--- config.mk ---
export PLATFORM = sky130hd
export DESIGN_NAME = sample_fifo_apb
export DESIGN_NICKNAME = d
export VERILOG_FILES = /design/src/rtl/sample_fifo_apb.sv
export SDC_FILE = /design/constraint.sdc
export NUM_CORES = 1
export LEC_CHECK = 0
export BUFFER_PORTS_ARGS = -buffer_cell sky130_fd_sc_hd__buf_2
export CAP_MARGIN = 5
export CELL_PAD_IN_SITES_DETAIL_PLACEMENT = 1
export CELL_PAD_IN_SITES_GLOBAL_PLACEMENT = 2
export CORE_ASPECT_RATIO = 0.9
export CORE_MARGIN = 3
export CORE_UTILIZATION = 40
export DETAILED_ROUTE_END_ITERATION = 7
export PLACE_DENSITY = 0.82
export SLEW_MARGIN = 15
export SYNTH_ARGS = -nofsm -noshare
export SYNTH_HDL_FRONTEND = slang
export SYNTH_SLANG_ARGS = --single-unit
export TNS_END_PERCENT = 1
--- constraint.sdc ---
create_clock -name clk -period 2.8 [get_ports clk]
set_clock_uncertainty 0.2 [all_clocks]
set_input_delay 0.56 -clock clk [delete_from_list [all_inputs] [get_ports clk]]
set_output_delay 0.56 -clock clk [all_outputs]
set_load 0.005 [all_outputs]
--- src/rtl/sample_fifo_apb.sv ---
`default_nettype none
// ============================================================================
// Module   : sample_fifo_apb
// Purpose  : ADC sample FIFO with a zero-wait-state APB slave exposing the
//            buffered samples plus status, control and threshold registers,
//            and a level interrupt on a programmable fill threshold.
// Revision : 1.0 - initial release
// ============================================================================
module sample_fifo_apb #(
  parameter int DATA_W     = 12,
  parameter int DEPTH_LOG2 = 4
) (
  input  logic              clk,
  input  logic              rst,
  input  logic              wr_en,
  input  logic              sample_valid,
  input  logic [DATA_W-1:0] sample_data,
  output logic              full,
  output logic              empty,
  input  logic              psel,
  input  logic              penable,
  input  logic              pwrite,
  input  logic [3:0]        paddr,
  input  logic [31:0]       pwdata,
  output logic [31:0]       prdata,
  output logic              pready,
  output logic              pslverr,
  output logic              irq
);

  localparam int CW = DEPTH_LOG2 + 1;
  localparam logic [CW-1:0]         c_DEPTH   = {1'b1, {DEPTH_LOG2{1'b0}}};
  localparam logic [CW-1:0]         c_CNT_ONE = {{DEPTH_LOG2{1'b0}}, 1'b1};
  localparam logic [DEPTH_LOG2-1:0] c_PTR_ONE = {{(DEPTH_LOG2-1){1'b0}}, 1'b1};

  logic [DATA_W-1:0]     r_mem [2**DEPTH_LOG2];
  logic [DEPTH_LOG2-1:0] r_wptr;
  logic [DEPTH_LOG2-1:0] r_rptr;
  logic [CW-1:0]         r_count;
  logic                  r_full;
  logic                  r_empty;
  logic                  r_ovf;
  logic                  r_irq_en;
  logic [CW-1:0]         r_thresh;
  logic                  r_irq;

  logic                  w_access;
  logic [1:0]            w_sel;
  logic                  w_pop;
  logic                  w_push;
  logic                  w_drop;
  logic                  w_flush;
  logic                  w_ovf_clr;
  logic                  w_irq_en_next;
  logic [CW-1:0]         w_thresh_next;
  logic [CW-1:0]         w_count_next;
  logic [31:0]           w_head;
  logic [31:0]           w_status;
  logic                  w_unused;

  // A transfer is cut off while reset is held so the bus sees reset values.
  assign w_access  = psel & penable & ~rst;
  assign w_sel     = paddr[3:2];
  assign w_pop     = w_access & ~pwrite & (w_sel == 2'd0) & ~r_empty;
  assign w_push    = sample_valid & wr_en & (~r_full | w_pop);
  assign w_drop    = sample_valid & wr_en & r_full & ~w_pop;
  assign w_flush   = w_access & pwrite & (w_sel == 2'd2) & pwdata[0];
  assign w_ovf_clr = w_access & pwrite & (w_sel == 2'd1) & pwdata[2];

  assign w_irq_en_next = (w_access & pwrite & (w_sel == 2'd2)) ? pwdata[1] : r_irq_en;
  assign w_thresh_next = (w_access & pwrite & (w_sel == 2'd3)) ? pwdata[CW-1:0] : r_thresh;

  assign w_unused = &{1'b0, paddr[1:0], pwdata};

  // Fill level after this edge; flush wins over any push or pop.
  always_comb begin
    w_count_next = r_count;
    if (w_flush)
      w_count_next = '0;
    else if (w_push && !w_pop)
      w_count_next = r_count + c_CNT_ONE;
    else if (w_pop && !w_push)
      w_count_next = r_count - c_CNT_ONE;
  end

  // Zero-extended head sample and the packed status word.
  always_comb begin
    w_head                 = '0;
    w_head[DATA_W-1:0]     = r_mem[r_rptr];
    w_status               = '0;
    w_status[0]            = r_empty;
    w_status[1]            = r_full;
    w_status[2]            = r_ovf;
    w_status[8 +: CW]      = r_count;
  end

  // Read mux and error response, driven only during a read/write access.
  always_comb begin
    prdata  = '0;
    pslverr = 1'b0;
    if (w_access) begin
      pslverr = (w_sel == 2'd0) & (pwrite | r_empty);
      if (!pwrite) begin
        case (w_sel)
          2'd0:    prdata = r_empty ? 32'd0 : w_head;
          2'd1:    prdata = w_status;
          2'd2:    prdata[1] = r_irq_en;
          default: prdata[CW-1:0] = r_thresh;
        endcase
      end
    end
  end

  // Sample storage; contents are not reset.
  always_ff @(posedge clk) begin
    if (w_push && !w_flush)
      r_mem[r_wptr] <= sample_data;
  end

  // Pointers, level, flags, control registers and the interrupt.
  always_ff @(posedge clk or posedge rst) begin
    if (rst) begin
      r_wptr   <= '0;
      r_rptr   <= '0;
      r_count  <= '0;
      r_full   <= 1'b0;
      r_empty  <= 1'b1;
      r_ovf    <= 1'b0;
      r_irq_en <= 1'b0;
      r_thresh <= '0;
      r_irq    <= 1'b0;
    end else begin
      if (w_flush) begin
        r_wptr <= '0;
        r_rptr <= '0;
        r_ovf  <= 1'b0;
      end else begin
        if (w_push) r_wptr <= r_wptr + c_PTR_ONE;
        if (w_pop)  r_rptr <= r_rptr + c_PTR_ONE;
        // A drop in the same cycle as a clear keeps the event visible.
        if (w_drop)
          r_ovf <= 1'b1;
        else if (w_ovf_clr)
          r_ovf <= 1'b0;
      end
      r_count  <= w_count_next;
      r_full   <= (w_count_next == c_DEPTH);
      r_empty  <= (w_count_next == '0);
      r_irq_en <= w_irq_en_next;
      r_thresh <= w_thresh_next;
      r_irq    <= w_irq_en_next & (w_thresh_next != '0) & (w_count_next >= w_thresh_next);
    end
  end

  assign full  = r_full;
  assign empty = r_empty;
  assign irq   = r_irq;
  assign pready = 1'b1;

endmodule
`default_nettype wire

==> summary.md <==
| Metric | Value |
|---|---|
| Hold Crit Class | `primary input to asynchronous set/reset pin` |
| RSZ-0062 raised after global routing | `true` |
| Post-DRT Antenna Nets | `0` |
| CTS clk-pin slew, worst paths | `60 ps` |
| Main area contributors after synthesis | `edfxtp_1 (64%), mux4_2 (12%), dfrtp_1 (6.1%), buf_4 (1.9%), ha_1 (1.7%)` |
| Fin crit share | `119%` |
| Syn avg cell area | `18.4 sq um` |
| Total Routing Usage GR | `18.7%` |
| Met1 WL | `9.55 mm` |
| TNS Setup | `-6130 ps` |
| GRT overflow | `0` |
| Die W | `165 microns` |
| Yosys cell types | `49` |
| CP Capture Type | `primary output` |
| Gpl congestion | `0.863` |
| Fin. Hold Viols | `0` |
| DP Area | `0.0102 sq mm` |
| I/O pins | `92` |
| Clk_lat worst skew | `510 ps` |
| Most common cell after layout, fill and taps aside | `edfxtp_1` |
| Final Max Tran Viols | `0` |
| Yosys top cell area share | `a little under two thirds` |
| Clk buf depth | `3` |
| Port-buffer cells | `42` |
| Synth-to-Final Area Change | `22.2%` |
| CP required | `2040 ps` |
| Share of layout cells above drive strength 1 | `35.5%` |
| Initial core utilization | `41.3%` |
| DR top layer | `met4` |
| Top FF cell, synth | `edfxtp_1` |
| Router iterations before antenna repair | `5` |
| Async S/R FF share, synth | `a little over a tenth` |
| Die Area | `0.0245 sq mm` |
| Failing checks | `negative setup slack` |
| LEAKAGE | `roughly 3.9 nW` |
| Vias in the first global route | `5274` |
| Met2 Wirelength | `between 10 and 15 mm` |
| Die Y | `149 microns` |
| Most frequent cells in the layout | `edfxtp_1 (192), mux4_2 (53), buf_4 (46), buf_2 (40), clkbuf_16 (24)` |
| Total core area | `~0.022 sq mm` |
| Post-Synthesis Cells | `around 490` |
| WL met3 | `1.25 mm` |
| Worst hold slack | `72.4 ps` |
| EDFF count, synth | `192` |
| Netlist Area Pre-Place | `0.00906 sq mm` |
| Post-DP HPWL | `approximately 14 mm` |
| # setup viols final | `13` |
| CTS Buf Count | `23` |
| TritonCTS clock tree | `done` |
| Pin count of the biggest net entering global routing | `24` |
| DRT iter0 DRCs | `414` |
| # clock sinks | `215` |
| Peak Freq | `299 MHz` |
| Largest stage delay, worst path | `500 ps` |
| Max-cap viol count | `0` |
| Power per standard cell area | `838 mW/mm^2` |
| First-pass GRT wire length | `33.8 mm` |
| Seq cells post-synth | `between 200 and 250` |
| Final nets | `675` |
| Row Count | `51` |
| Critical path startpoint category | `flip-flop` |
| Status | `finished with violations` |
| YS warnings | `0` |
| H-tree depth | `1` |
| DR DRC count | `0` |
| Post-route design area | `0.0111 sq mm` |
| Via count | `4933` |
| Clock Tree Root | `clkbuf_16` |
| CP max-delay cell | `mux4_2` |
| Worst Path Arrival | `~2600 ps` |
| Post-synth top area cell | `edfxtp_1` |
| Fin worst setup slack | `-546 ps` |
| VDD IR max | `~470 uV` |
| Max FO, Critical Path | `8` |
| Post-cts hold buffer count | `0` |
| Critical-path cell list | `buf_12 > buf_12 > mux4_2 > mux4_2 > and2_4 > buf_6` |
| Final wirelength | `22.2 mm` |
| Seq/Total Area, Yosys | `approximately 70%` |
| Setup CP Type | `flip-flop to primary output` |
| Vias per inst | `5.39` |
| Per-cell routed wire length | `around 24 microns` |
| Fin crit period | `3350 ps` |
| Initial antenna violation count | `1` |
[worst max-delay path, delay by kind of cell, from the launching register on]
family	cells	cell delay [ps]
buf+inv	3	420
flops	1	490
mux	2	990
simple gates	1	170
[per-layer routing]
layer	up-vias	global-route usage, %
met5	-	0
met4	0	5.16
met3	29	2.61
met2	174	30.3
met1	2576	26.9
li1	2154	-
[cells in the mapped netlist, types with 5 or more instances]
library cell / instances
mux2i_1: 7
a21oi_1: 8
nor2_1: 24
inv_1: 11
dfrtp_1: 22
edfxtp_1: 192
buf_2: 6
xnor2_1: 5
nand2_1: 15
mux4_1: 5
and2_1: 22
nor3_1: 7
nand4_1: 6
nor2b_1: 5
xor2_1: 6
buf_4: 23
ha_1: 12
mux4_2: 50
clkbuf_1: 6
[kinds of logic after synthesis]
group | after synthesis | share of synthesized area [%]
flip-flops | 215 | 70.0
AND/OR/NAND/NOR | 98 | 5.72
multiplexers | 65 | 15.0
buffers and inverters | 51 | 3.41
AO/OA/AOI/OAI | 39 | 3.04
adder cells (fa/ha/maj) | 12 | 1.66
XOR/XNOR | 11 | 1.06
other | 2 | 0.0829
[repair_timing]
item,CTS,global route
setup endpoints to repair,13,13
cloned,1,1
pin swaps,4,7
resized for setup,12,12
setup buffers,1,3
[sequential cells by signal, indices dropped and copies added, names as in the netlist]
name / flops
r_wptr: 4
r_thresh: 5
r_count: 5
r_rptr: 4
r_ovf: 1
full: 1
r_irq_en: 1
r_mem: 192
empty: 1
irq: 1
[final timing paths]
path	startpoint	endpoint	slack, ps	cells after the start
setup reg to reg	empty	irq	0	12
hold / removal	rst	r_thresh[2]	70	4
setup / recovery	r_rptr[0]	prdata[7]	-550	6
min in group clk	pwdata[1]	r_irq_en	140	2
hold reg to reg	r_ovf	r_ovf	350	2
max in group asynchronous	rst	empty	2010	4
[layout make-up]
type	instances	area, sq um
Antenna cell	1	2.50
Clock buffer	30	602
Clock inverter	10	101
Fill cell	2082	10900
Inverter	11	45.0
Multi-Input combinational cell	245	2560
Sequential cell	215	6340
Tap cell	291	364
Timing Repair Buffer	112	1050
[power by group]
| part | total, W | internal [W] | switching, W |
|---|---|---|---|
| clock | 0.00286 | 0.00169 | 0.00117 |
| sequential | 0.00393 | 0.00376 | 0.000177 |
| combinational | 0.00248 | 0.00132 | 0.00116 |
| total | 0.00928 | 0.00677 | 0.00251 |
[per-stage QoR]
stage	power, W	util (%)	instances	setup slack, ps
floorplan	0.00544	-	511	-306
global placement	0.00615	46.5	868	-385
detailed placement	0.00626	46.5	868	-486
CTS	0.00923	49.9	910	-585
global route	0.00972	50.5	915	-630
finish	0.00928	50.5	915	-546
(Power assumes the default switching activity.)
